==> config.mk <==
export PLATFORM = sky130hd
export DESIGN_NAME = psg_sn76489_core
export DESIGN_NICKNAME = d
export VERILOG_FILES = /design/src/rtl/psg_pkg.sv /design/src/rtl/psg_tone_channel.sv /design/src/rtl/psg_sn76489_core.sv
export SDC_FILE = /design/constraint.sdc
export NUM_CORES = 1
export LEC_CHECK = 0
export BUFFER_PORTS_ARGS = -buffer_cell sky130_fd_sc_hd__clkbuf_2
export CORE_ASPECT_RATIO = 0.8
export CORE_MARGIN = 2
export CORE_UTILIZATION = 46
export DETAILED_ROUTE_END_ITERATION = 7
export PLACE_DENSITY = 0.67
export REMOVE_ABC_BUFFERS = 1
export SLEW_MARGIN = 10
export SYNTH_ARGS = -nofsm -noshare
export SYNTH_HDL_FRONTEND = slang
export SYNTH_SLANG_ARGS = --single-unit
==> constraint.sdc <==
create_clock -name clk -period 4.9 [get_ports clk]
set_input_delay 0.98 -clock clk [delete_from_list [all_inputs] [get_ports clk]]
set_output_delay 0.98 -clock clk [all_outputs]
set_load 0.01 [all_outputs]
==> src/rtl/psg_pkg.sv <==
// Shared constants and helpers for the SN76489 sound generator core:
// write-byte field positions, noise rate decode, attenuation table, LFSR seed.
package psg_pkg;

  // Write byte fields
  localparam int LATCH_BIT = 7;
  localparam int CH_MSB    = 6;
  localparam int CH_LSB    = 5;
  localparam int TYPE_BIT  = 4;

  localparam int TONE_BITS = 10;
  localparam int NUM_TONES = 3;
  localparam int NOISE_CH  = 3;

  // Noise flip-flop half-periods, in generator ticks
  localparam int NOISE_HALF_16 = 16;
  localparam int NOISE_HALF_32 = 32;
  localparam int NOISE_HALF_64 = 64;

  typedef enum logic [1:0] {
    RATE_16    = 2'b00,
    RATE_32    = 2'b01,
    RATE_64    = 2'b10,
    RATE_TONE2 = 2'b11
  } noise_rate_e;

  typedef enum logic {
    REG_TONE   = 1'b0,
    REG_VOLUME = 1'b1
  } reg_type_e;

  // Half-period for the noise rate counter. RATE_TONE2 does not use the
  // counter's edges, so it simply keeps the counter running at the fastest rate.
  function automatic logic [TONE_BITS-1:0] noise_period(input noise_rate_e rate);
    case (rate)
      RATE_32: return TONE_BITS'(NOISE_HALF_32);
      RATE_64: return TONE_BITS'(NOISE_HALF_64);
      default: return TONE_BITS'(NOISE_HALF_16);
    endcase
  endfunction

  // round((2^w-1) * 10^(-k/10)) for k<15, 0 for k=15. The 2 dB steps are held
  // as 16-bit binary fractions so the table stays integer-only.
  function automatic longint unsigned attn_lut(input int k, input int w);
    longint unsigned frac;
    longint unsigned full;
    case (k)
      0:       frac = 64'd65536;
      1:       frac = 64'd52058;
      2:       frac = 64'd41351;
      3:       frac = 64'd32846;
      4:       frac = 64'd26090;
      5:       frac = 64'd20724;
      6:       frac = 64'd16462;
      7:       frac = 64'd13076;
      8:       frac = 64'd10387;
      9:       frac = 64'd8250;
      10:      frac = 64'd6554;
      11:      frac = 64'd5206;
      12:      frac = 64'd4135;
      13:      frac = 64'd3285;
      14:      frac = 64'd2609;
      default: frac = 64'd0;
    endcase
    full = (64'd1 << w) - 64'd1;
    return (full * frac + 64'd32768) >> 16;
  endfunction

  // LFSR reset/reload value: a single one in the MSB.
  function automatic longint unsigned lfsr_seed(input int bits);
    return 64'd1 << (bits - 1);
  endfunction

endpackage

==> src/rtl/psg_tone_channel.sv <==
// Square-wave generator: down-counter reloaded with period-1, output toggles
// on each reload. Periods of 0 or 1 hold the output high.
module psg_tone_channel
  import psg_pkg::*;
#(
  parameter int PERIOD_BITS = TONE_BITS
) (
  input  logic                   clk,
  input  logic                   reset,
  input  logic                   tick,
  input  logic [PERIOD_BITS-1:0] period,
  output logic                   state,
  output logic                   rise
);

  logic [PERIOD_BITS-1:0] count;
  logic [PERIOD_BITS-1:0] count_next;
  logic                   state_next;

  // Next counter/state on a generator tick; period is sampled only at reload.
  always_comb begin
    count_next = count;
    state_next = state;
    if (tick) begin
      if (period <= PERIOD_BITS'(1)) begin
        state_next = 1'b1;
        count_next = '0;
      end else if (count == '0) begin
        count_next = period - PERIOD_BITS'(1);
        state_next = ~state;
      end else begin
        count_next = count - PERIOD_BITS'(1);
      end
    end
  end

  // rise marks the tick on which the output goes 0->1 (used to clock the noise LFSR).
  assign rise = ~state & state_next;

  // Counter and output register.
  always_ff @(posedge clk) begin
    if (reset) begin
      count <= '0;
      state <= 1'b0;
    end else begin
      count <= count_next;
      state <= state_next;
    end
  end

endmodule

==> src/rtl/psg_sn76489_core.sv <==
// SN76489-compatible PSG: three tone channels plus one noise channel,
// programmed through the native latch/data byte protocol.
module psg_sn76489_core
  import psg_pkg::*;
#(
  parameter int                   CLOCK_DIV           = 16,
  parameter int                   CHANNEL_OUTPUT_BITS = 8,
  parameter int                   LFSR_BITS           = 16,
  parameter logic [LFSR_BITS-1:0] LFSR_TAP_MASK       = LFSR_BITS'('h9)
) (
  input  logic                             clk,
  input  logic                             reset,
  input  logic [7:0]                       data_in,
  input  logic                             write_strobe,
  output logic                             tick,
  output logic [4*CHANNEL_OUTPUT_BITS-1:0] channel_out,
  output logic [CHANNEL_OUTPUT_BITS+1:0]   mix_out
);

  localparam int W        = CHANNEL_OUTPUT_BITS;
  localparam int MW       = W + 2;
  localparam int PRE_BITS = (CLOCK_DIV > 1) ? $clog2(CLOCK_DIV) : 1;
  localparam logic [PRE_BITS-1:0]  PRE_LAST  = PRE_BITS'(CLOCK_DIV - 1);
  localparam logic [LFSR_BITS-1:0] LFSR_SEED = LFSR_BITS'(lfsr_seed(LFSR_BITS));

  // ---------------------------------------------------------------- prescaler
  logic [PRE_BITS-1:0] pre_count;

  assign tick = (pre_count == PRE_LAST);

  // Wrapping master-clock divider; with CLOCK_DIV=1 it stays at 0 and ticks every cycle.
  always_ff @(posedge clk) begin
    if (reset)     pre_count <= '0;
    else if (tick) pre_count <= '0;
    else           pre_count <= pre_count + PRE_BITS'(1);
  end

  // ------------------------------------------------------------ register file
  logic [3:0]           attn      [4];
  logic [TONE_BITS-1:0] tone_freq [NUM_TONES];
  logic [2:0]           noise_ctrl;
  logic [1:0]           latch_ch;
  reg_type_e            latch_type;

  logic      is_latch;
  logic [1:0] wr_ch;
  reg_type_e wr_type;
  logic      noise_wr;

  // A latch byte supplies its own channel/type; a data byte reuses the stored ones.
  assign is_latch = data_in[LATCH_BIT];
  assign wr_ch    = is_latch ? data_in[CH_MSB:CH_LSB] : latch_ch;
  assign wr_type  = is_latch ? reg_type_e'(data_in[TYPE_BIT]) : latch_type;
  assign noise_wr = write_strobe && (wr_type == REG_TONE) && (wr_ch == 2'(NOISE_CH));

  // Byte-wide register writes; reset takes priority over a coincident strobe.
  always_ff @(posedge clk) begin
    if (reset) begin
      for (int i = 0; i < 4; i++)         attn[i]      <= 4'hF;
      for (int i = 0; i < NUM_TONES; i++) tone_freq[i] <= '0;
      noise_ctrl <= '0;
      latch_ch   <= '0;
      latch_type <= REG_TONE;
    end else if (write_strobe) begin
      if (is_latch) begin
        latch_ch   <= wr_ch;
        latch_type <= wr_type;
      end
      if (wr_type == REG_VOLUME) begin
        attn[wr_ch] <= data_in[3:0];
      end else if (wr_ch == 2'(NOISE_CH)) begin
        noise_ctrl <= data_in[2:0];
      end else begin
        for (int i = 0; i < NUM_TONES; i++) begin
          if (wr_ch == 2'(i)) begin
            if (is_latch) tone_freq[i][3:0] <= data_in[3:0];
            else          tone_freq[i][9:4] <= data_in[5:0];
          end
        end
      end
    end
  end

  // ------------------------------------------------------------ tone channels
  logic [NUM_TONES-1:0] tone_state;
  logic [NUM_TONES-1:0] tone_rise;
  logic [1:0]           unused_tone_rise;

  // Only tone 2 drives the noise clock; the other edge outputs are left idle.
  assign unused_tone_rise = tone_rise[1:0];

  for (genvar g = 0; g < NUM_TONES; g++) begin : g_tone
    psg_tone_channel #(.PERIOD_BITS(TONE_BITS)) u_tone (
      .clk    (clk),
      .reset  (reset),
      .tick   (tick),
      .period (tone_freq[g]),
      .state  (tone_state[g]),
      .rise   (tone_rise[g])
    );
  end

  // ------------------------------------------------------------ noise channel
  noise_rate_e          noise_rate;
  logic [TONE_BITS-1:0] noise_half;
  logic                 unused_noise_ff;
  logic                 noise_rise;
  logic                 shift_en;
  logic                 feedback;
  logic [LFSR_BITS-1:0] lfsr;

  assign noise_rate = noise_rate_e'(noise_ctrl[1:0]);
  assign noise_half = noise_period(noise_rate);

  // The rate flip-flop itself is never output; only its 0->1 edge matters.
  psg_tone_channel #(.PERIOD_BITS(TONE_BITS)) u_noise_rate (
    .clk    (clk),
    .reset  (reset),
    .tick   (tick),
    .period (noise_half),
    .state  (unused_noise_ff),
    .rise   (noise_rise)
  );

  assign shift_en = (noise_rate == RATE_TONE2) ? tone_rise[2] : noise_rise;
  assign feedback = noise_ctrl[2] ? ^(lfsr & LFSR_TAP_MASK) : lfsr[0];

  // Shift register; a noise_ctrl write reseeds and overrides a coincident shift.
  always_ff @(posedge clk) begin
    if (reset)         lfsr <= LFSR_SEED;
    else if (noise_wr) lfsr <= LFSR_SEED;
    else if (shift_en) lfsr <= {feedback, lfsr[LFSR_BITS-1:1]};
  end

  // ---------------------------------------------------------------- amplitude
  logic [W-1:0] lut [16];
  logic [3:0]   chan_state;

  for (genvar k = 0; k < 16; k++) begin : g_lut
    assign lut[k] = W'(attn_lut(k, W));
  end

  assign chan_state = {lfsr[0], tone_state};

  // Gate each channel's attenuated level by its square/noise state.
  always_comb begin
    channel_out = '0;
    for (int i = 0; i < 4; i++) begin
      if (chan_state[i]) channel_out[i*W +: W] = lut[attn[i]];
    end
  end

  // --------------------------------------------------------------------- mix
  logic [MW-1:0] mix_sum;

  // Two extra bits cover the sum of four full-scale channels.
  always_comb begin
    mix_sum = '0;
    for (int i = 0; i < 4; i++) mix_sum = mix_sum + MW'(channel_out[i*W +: W]);
  end

  // Registered mix output.
  always_ff @(posedge clk) begin
    if (reset) mix_out <= '0;
    else       mix_out <= mix_sum;
  end

endmodule

Word-level counts from Yosys, hierarchy flattened --
Memories as Yosys holds them, arrays and structs flattened. Index checks and enable logic that the tools add are counted.
Word-level totals: register bits 80, latch bits 0, memory bits (writable) 46, bits in read-only memories 512, input port bits 11, output and inout port bits 43, logic and storage cells 169, memories 6
Cells by class: add/sub/neg operators 12, multiply operators 0, divide/modulo/power cells 0, order comparisons 8, eq/ne operators 7, shift-type cells 0, mux-type cells 88, bitwise gates (word level) 17, reductions and logical operators 17
Memory list:
- (name not given) | depth 16, width 8, read ports 1, clocked after Yosys merged registers in 0, wr ports 0, RTL line psg_sn76489_core.sv:149 | if (chan_state[i]) channel_out[i*W +: W] = lut[attn[i]];
- (name not given) | depth 16, width 8, read ports 1, clocked after Yosys merged registers in 0, wr ports 0, RTL line psg_sn76489_core.sv:149
- (name not given) | depth 16, width 8, read ports 1, clocked after Yosys merged registers in 0, wr ports 0, RTL line psg_sn76489_core.sv:149
- (name not given) | depth 16, width 8, read ports 1, clocked after Yosys merged registers in 0, wr ports 0, RTL line psg_sn76489_core.sv:149
- tone_freq | depth 3, width 10, read ports 3, clocked after Yosys merged registers in 0, wr ports 3, RTL line psg_sn76489_core.sv:40 | logic [TONE_BITS-1:0] tone_freq [NUM_TONES];
- attn | depth 4, width 4, read ports 4, clocked after Yosys merged registers in 0, wr ports 4, RTL line psg_sn76489_core.sv:39 | logic [3:0] attn [4];
Operators by type and width (count):
- $mux W8 | 12
- $mux W10 | 8
- $sub A10 B1 Y10 const B | 7
- $mux W1 | 58
- $logic_not A10 Y1 | 4
- $le A10 B1 Y1 const B | 3
- $ge A5 B5 Y1 const B | 4
- $not A4 Y5 | 4
- $mux W6 | 3
- $mux W4 | 4
- $reduce_xor A16 Y1 | 1
- $pmux W7 S2 | 1
- $add A10 B8 Y10 | 1
- $add A9 B8 Y10 | 1
- $add A8 B8 Y9 | 1
- $eq A2 B2 Y1 const B | 4
- $sub A7 B1 Y8 const B | 1
- $le A7 B1 Y1 const B | 1
- $or A1 B1 Y1 | 6
- $reduce_and A2 Y1 | 3
- $not A1 Y1 | 5
- $add A4 B1 Y4 const B | 1
- $eq A2 B1 Y1 const B | 2
- $eq A4 B4 Y1 const B | 1
- 8 further kinds | 13

Logic depth before layout (Yosys ltp) --
Gate-level depths: netlist of the first run.
depth in word-level cells 9, depth in mapped cells 18, mapped depth without buffers 18

Cells and area by module --
Synthesis of the first run repeated with hierarchy kept, for this count alone.
Second synthesis, totals: cells, all modules 931, area total of the unflattened synthesis 8426.8 sq um
Modules (own cells, without submodules):
- psg_sn76489_core | times used 1, cells each 503, area each 4993.5 sq um
- psg_tone_channel | times used 4, cells each 107, area each 858.3 sq um

Worst setup path before layout of the first run --
Ideal clock, no wire load.
path type flip-flop to flip-flop, from mem attn[1][0], to reg mix_out[7], library setup time 0.095 ns, arrival 3.776 ns, required time 4.805 ns, slack 1.028 ns, cell stages (with the launch flop) 16, path buffers 0, clock period less this slack 3.872 ns, cell sequence edfxtp_1 inv_1 ha_1 a211oi_1 a21oi_1 nor2b_1 fa_1 fa_1 ha_1 inv_1 fa_1 nor2b_1 o21ai_0 a21boi_0 o21ai_0 a221oi_1
RTL lines:
- from (decl) | RTL line psg_sn76489_core.sv:39
- to (signal assigned) | RTL line psg_sn76489_core.sv:165 | else mix_out <= mix_sum;
- to (decl) | RTL line psg_sn76489_core.sv:17 | output logic [CHANNEL_OUTPUT_BITS+1:0] mix_out

==> summary.txt, run 1 <==
STA
  • # setup viols final: 0
  • Setup TNS: 0 ns
  • Fmax: 0.232 GHz
  • Slew Viols, Final: 0
  • Final period util: about nine tenths
  • Slew headroom: between 20% and 30%
  • Min Clock Period, post-route: ~4.3 ns
  • RSZ-0062 raised after global routing: false
  • Setup Skew: between 0.008 and 0.009 ns
  • Fin. Hold Viols: 0
  • Slew of the pin with the lowest slew margin: around 1.1 ns

Final layout
  • Most common cell after layout, fill and taps aside: nor2_1
  • FILL cells: between 1,500 and 2,000
  • Ant. Diodes: 0
  • Most frequent cells in the layout: 82 x nor2_1, 80 x dfxtp_1, 72 x nand2_1, 69 x inv_1, 53 x clkbuf_2
  • Nets: 966
  • Layout Utilization: between 50% and 60%
  • Synthesis-to-finish area growth: 13.3%
  • Share of cells above drive strength 1: 12.0%
  • Final Instance Area: 8750 um^2

Synthesis
  • EDFF count, synth: 46
  • Most used DFF post-synth: dfxtp_1
  • Yosys cell types: between 60 and 70
  • Synth Register Bits: 126
  • Seq/Total Area, Yosys: 38.6%
  • Syn Area/Cell: 9.04 um^2
  • Ys Warns: 0
  • Async set-reset flop share out of synthesis: 0%
  • Synthesized cell area: between 7000 and 8000 um^2
  • Synth Instances: between 800 and 900

Critical path
  • Worst R2R End: mix_out[7]
  • CP Capture Point: mix_out[7]
  • Worst EP required: roughly 5.2 ns
  • Crit path launch type: register
  • Reg2reg start: attn[0][1]
  • Arrival @ worst endpoint: approximately 4.6 ns
  • R2R Setup Slk: just under 0.6 ns
  • Worst-path fanout max: 6
  • Critical Path End Type: register
  • Reg2Reg Depth: 15
  • Crit path from: attn[0][1]
  • CP Class: reg2reg

Detailed routing
  • Via count: between 6,000 and 7,000
  • Final wirelength: ~18,000 um
  • Antenna Nets Post-Route: 0
  • DR DRC count: 0
  • First-pass DRT Iterations: 8
  • DR iter-0 viols: between 400 and 500
  • Via density: approximately 5.5
  • Avg WL per Cell: roughly 16 um

CTS
  • H-tree Lvls: 4
  • CTS buffer count: 17
  • Setup bufs post-CTS: 0
  • Clock Sinks: around 130
  • Max Root-Sink Buffers: 2
  • Hold-fix buffers, CTS: 0
  • Clock Pin Slew Worst Setup and Hold Paths: 0.06 ns
  • CTS resizes: 0
  • CTS tree: yes
  • Clock Latency Late Sink: 0.42 ns
  • Root buf cell: clkbuf_16

Status
  • Status: finished clean

Place
  • Post-detail-place hpwl: approximately 13,000 um
  • Dpl cell area: roughly 8000 um^2
  • PortBufs: 53
  • Placer congestion estimate: 0.831

Run
  • Max-cap check violation count: 0

Power and ir drop
  • Max IR drop VDD: roughly 0.25 mV
  • Net Switching: 0.597 mW
  • Gate power share: roughly 5.5%
  • Clock share of power: 50.1%
  • P per Cell Area: 291 nW/um^2
  • Net Sw Frac: a little under a quarter
  • Flop pwr share: ~44%
  • Tot Pwr: ~2.5 mW
  • Leak: ~3.8 nW
  • Internal power: roughly 1.9 mW

Floorplan
  • Die Span Y: 120 um
  • Core ar.: between 15,000 and 20,000 um^2
  • Initial Util: approximately 47%
  • Die extent in x: 149 um
  • # IOs: between 50 and 60
  • Die area: between 15,000 and 20,000 um^2
  • Rows: 42

Worst hold path
  • HP Start: pre_count[0]
  • Worst Hold Class: reg2reg

GRT
  • Overall routing resource usage: between 20 and 25%
  • Grt ovf: 0
  • Global-route wire length before repair: 28,800 um
  • Largest net degree at the start of global routing: 53
  • Number of global-route vias before repair: around 5,600
  • Initial antenna violation count: 0
## layout make-up
cell class	instances	area [um^2]	share of cell area [%]
inverters	69	259	2.96
flip-flops and latches	126	2980	34.1
clock buffers	22	507	5.79
clock inverters	10	96.3	1.10
well taps	220	275	3.15
multi-input cells	626	4340	49.6
repair buffers	56	288	3.29
## synthesized netlist by cell type (all sizes together) (16+ instances only)
cell type	instances	share of area, %
dfxtp	80	21
nand2	73	3.6
ha	43	7.0
clkbuf	26	1.3
xnor2	16	1.8
edfxtp	46	18
nor3	41	2.7
nor2	82	4.0
mux2i	33	4.3
inv	69	3.4
nor2b	16	1.3
xor2	16	1.8
o21ai	42	2.7
fa	16	4.1
a211oi	23	2.2
nand3	18	1.2
and2	16	1.3
a21oi	33	2.1
## kinds of logic (layout without fill, tap and decap cells)
group | count (synthesis) | after routing | share of synthesized area, %
AND/OR/NAND/NOR | 317 | 317 | 20.5
AO/OA/AOI/OAI | 179 | 179 | 15.8
flip-flops | 126 | 126 | 38.6
buffers and inverters | 102 | 157 | 5.19
adder cells (fa/ha/maj) | 59 | 59 | 11.1
multiplexers | 39 | 39 | 5.15
XOR/XNOR | 32 | 32 | 3.63
## critical path, cell delays in order (launching register included)
cell,delay [ns]
edfxtp_1,0.47
inv_1,0.16
ha_1,0.28
a211oi_1,0.24
a21oi_1,0.06
nor2_1,0.30
fa_1,0.48
fa_1,0.52
ha_1,0.17
inv_1,0.05
fa_1,0.37
nor2b_1,0.16
o21ai_0,0.11
a21boi_0,0.41
o21ai_0,0.15
a221oi_1,0.27
## registers in the layout, indices dropped and copies added, names as in the netlist
name / flops
attn: 16
g_tone.u_tone.count: 30
g_tone.u_tone.state: 3
latch_ch: 2
latch_type: 1
lfsr: 16
mix_out: 10
noise_ctrl: 3
pre_count: 4
tone_freq: 30
u_noise_rate.count: 10
u_noise_rate.state: 1
## metal layers
metal | wire [um] | global-route usage (%) | up-vias
li1 | - | - | 3122
met1 | 9530 | 31.7 | 2900
met2 | 7070 | 28.6 | 137
met3 | 728 | 3.73 | 19
met4 | 214 | 6.01 | 0
met5 | 0 | 0 | -
## worst min path at each step
stage          slack, ns  depth (start not counted)                         to
5_1_grt             0.48                          1               pre_count[0]
4_1_cts             0.46                          1               pre_count[0]
6_report            0.45                          1               pre_count[0]
3_5_place_dp        0.44                          1  g_tone[2].u_tone.count[6]
2_1_floorplan       0.42                          1               pre_count[0]
3_3_place_gp        0.43                          1               pre_count[0]
## through the flow
| stage | instances | setup WS, ns | hold slack [ns] |
|---|---|---|---|
| final | 1129 | 0.581 | 0.452 |
| after global routing | 1129 | 0.332 | 0.478 |
| after CTS | 1129 | 0.623 | 0.456 |
| after detailed placement | 1097 | 0.622 | 0.443 |
| after global placement | 1097 | 0.828 | 0.432 |
| after floorplan | 821 | 1.02 | 0.418 |
## power by group through the flow
stage	combinational (mW)	clock, mW	sequential [mW]
finish	0.139	1.28	1.13
global placement	0.137	0	1.15
detailed placement	0.138	0	1.15
floorplan	0.0942	0	1.15
global route	0.157	1.34	1.13
CTS	0.139	1.29	1.13
(Power assumes the default switching activity.)
==> run 2: changes to the inputs <==
--- a/config.mk
+++ b/config.mk
@@ -8,9 +8,9 @@
 export BUFFER_PORTS_ARGS = -buffer_cell sky130_fd_sc_hd__clkbuf_2
 export CORE_ASPECT_RATIO = 0.8
 export CORE_MARGIN = 2
-export CORE_UTILIZATION = 46
+export CORE_UTILIZATION = 33
 export DETAILED_ROUTE_END_ITERATION = 7
-export PLACE_DENSITY = 0.67
+export PLACE_DENSITY = 0.53
 export REMOVE_ABC_BUFFERS = 1
 export SLEW_MARGIN = 10
 export SYNTH_ARGS = -nofsm -noshare
==> constraint.sdc (replaced) <==
create_clock -name clk -period 4.88 [get_ports clk]
set_input_delay 0.976 -clock clk [delete_from_list [all_inputs] [get_ports clk]]
set_output_delay 0.976 -clock clk [all_outputs]
set_load 0.01 [all_outputs]
==> run 2 against run 1 <==
Core utilization fell by 15 points. Critical path type unchanged. Highest routed layer unchanged. Routed wire length rose by 5.7%. Register-to-register slack improved by 0.11 ns. Global-route usage fell by 4.6 points. Worst hold slack got worse by 0.0027 ns. Flip-flop and latch count did not move.
==> summary.txt, run 2 (synthesized netlist as in run 1, its figures left out) <==
Worst hold path
  • End of the worst hold path: pre_count[0]
  • Hold Path Depth: 1
  • HP Start: pre_count[0]
  • Worst Hold Class: reg2reg

Final layout
  • Most common cell after layout, fill and taps aside: nor2_1
  • Final Instance Area: around 9000 um^2
  • Most frequent cells in the layout: 82 x nor2_1, 80 x dfxtp_1, 72 x nand2_1, 69 x inv_1, 53 x clkbuf_2
  • Largest registers: g_tone.u_tone.count (30), tone_freq (30)
  • Ant. Diodes: 0
  • Nets: between 900 and 1,000
  • Share of cells above drive strength 1: between 10% and 20%
  • Synthesis-to-finish area growth: 14.8%

STA
  • Slew Viols, Final: 0
  • Slew headroom: between 20% and 30%
  • Fmax: roughly 0.24 GHz
  • # setup viols final: 0
  • Slew of the pin with the lowest slew margin: between 1 and 1.5 ns
  • Setup TNS: 0 ns
  • Final period util: between 80 and 90%
  • RSZ-0062 raised after global routing: false
  • Min Clock Period, post-route: about 4.2 ns
  • Fin. Hold Viols: 0
  • Setup Skew: around 0.010 ns

Detailed routing
  • Avg WL per Cell: about 15 um
  • DR iter-0 viols: around 360
  • Via density: 4.96
  • First-pass DRT Iterations: 5
  • Final wirelength: 18,600 um
  • Antenna Nets Post-Route: 0
  • DR DRC count: 0
  • Via count: about 6,100

Place
  • Dpl cell area: 8260 um^2
  • Post-detail-place hpwl: between 10,000 and 15,000 um
  • PortBufs: 53
  • Placer congestion estimate: about 0.88

Critical path
  • Worst R2R End: mix_out[7]
  • Reg2reg start: attn[0][1]
  • Critical-path cell list: inv_1, ha_1, a211oi_1, a21oi_1, nor2_1, fa_1, fa_1, ha_1, inv_1, fa_1, nor2b_1, o21ai_0, a21boi_0, o21ai_0, a221oi_1
  • Critical Path End Type: register
  • Cell mode on critical path: fa_1
  • R2R Setup Slk: 0.70 ns
  • Crit path launch type: register
  • Crit path from: attn[0][1]
  • Arrival @ worst endpoint: 4.52 ns
  • Worst-path fanout max: 6
  • CP Class: reg2reg
  • Worst EP required: 5.21 ns
  • Reg2Reg Depth: 15
  • CP max stage delay: approximately 0.52 ns
  • Slowest CP cell: fa_1

Power and ir drop
  • Max IR drop VDD: between 0.2 and 0.25 mV
  • Leak: 3.79 nW
  • Tot Pwr: around 2.6 mW
  • P per Cell Area: a little under 300 nW/um^2

CTS
  • Hold-fix buffers, CTS: 0
  • Setup bufs post-CTS: 0
  • Clock Latency Late Sink: 0.43 ns
  • Clock Sinks: between 100 and 150
  • H-tree Lvls: 4
  • Clock Pin Slew Worst Setup and Hold Paths: 0.06 ns
  • Root buf cell: clkbuf_16
  • CTS tree: yes
  • CTS resizes: 0
  • Max Root-Sink Buffers: 2
  • CTS buffer count: 17

Run
  • Max-cap check violation count: 0

Floorplan
  • # IOs: 54
  • Rows: 50
  • Core ar.: between 20,000 and 25,000 um^2
  • Die area: about 25,000 um^2
  • Initial Util: approximately 33%
  • Die Span Y: 141 um
  • Die extent in x: between 150 and 200 um

GRT
  • Overall routing resource usage: 15.8%
  • Grt ovf: 0
  • Global-route wire length before repair: between 30,000 and 40,000 um
  • Largest net degree at the start of global routing: 30
  • Initial antenna violation count: 0
  • Number of global-route vias before repair: around 5,800

Status
  • Status: finished clean
## run 2: worst max-delay path by stage
stage	end	slack, ns	cells after the start
floorplan	mix_out[7]	1.00	15
global placement	mix_out[7]	0.77	15
detailed placement	mix_out[7]	0.72	15
CTS	mix_out[7]	0.70	15
global route	mix_out[7]	0.21	15
finish	mix_out[7]	0.70	15
## run 2: metrics by stage
step                      instances  hold slack, ns  util, %  setup WS (ns)
after floorplan                 821           0.418        -           1.00
after global placement         1189           0.433     35.6          0.774
after detailed placement       1189           0.441     35.6          0.720
after CTS                      1221           0.449     38.2          0.703
after global routing           1221           0.496     38.2          0.214
final                          1221           0.449     38.2          0.696
## run 2: final cells by class
class / count / area [um^2]
Multi-Input combinational cell: 626 / 4340
Fill cell: 2287 / 14300
Clock inverter: 11 / 88.8
Clock buffer: 21 / 514
Inverter: 69 / 259
Timing Repair Buffer: 56 / 288
Tap cell: 312 / 390
Sequential cell: 126 / 2980
## run 2: power by group
part	internal [mW]	switching (mW)	total (mW)
registers	1.11	0.0230	1.13
clock network	0.764	0.521	1.29
logic	0.0533	0.0887	0.142
total	1.93	0.633	2.56
## run 2: per-layer routing
layer / GRT usage [%] / share of wire [%]
met5: 0 / 0
met4: 4.56 / 1.3
met3: 4.23 / 4.8
met2: 22.9 / 42
met1: 22.9 / 52
## run 2: critical path, delay by kind of cell, from the launching register on
family	cells	cell delay, ns
adder cells (fa/ha/maj)	5	1.79
AND/OR/NAND/NOR	2	0.41
AO/OA/AOI/OAI	6	1.20
buffers and inverters	2	0.21
flip-flops	1	0.47
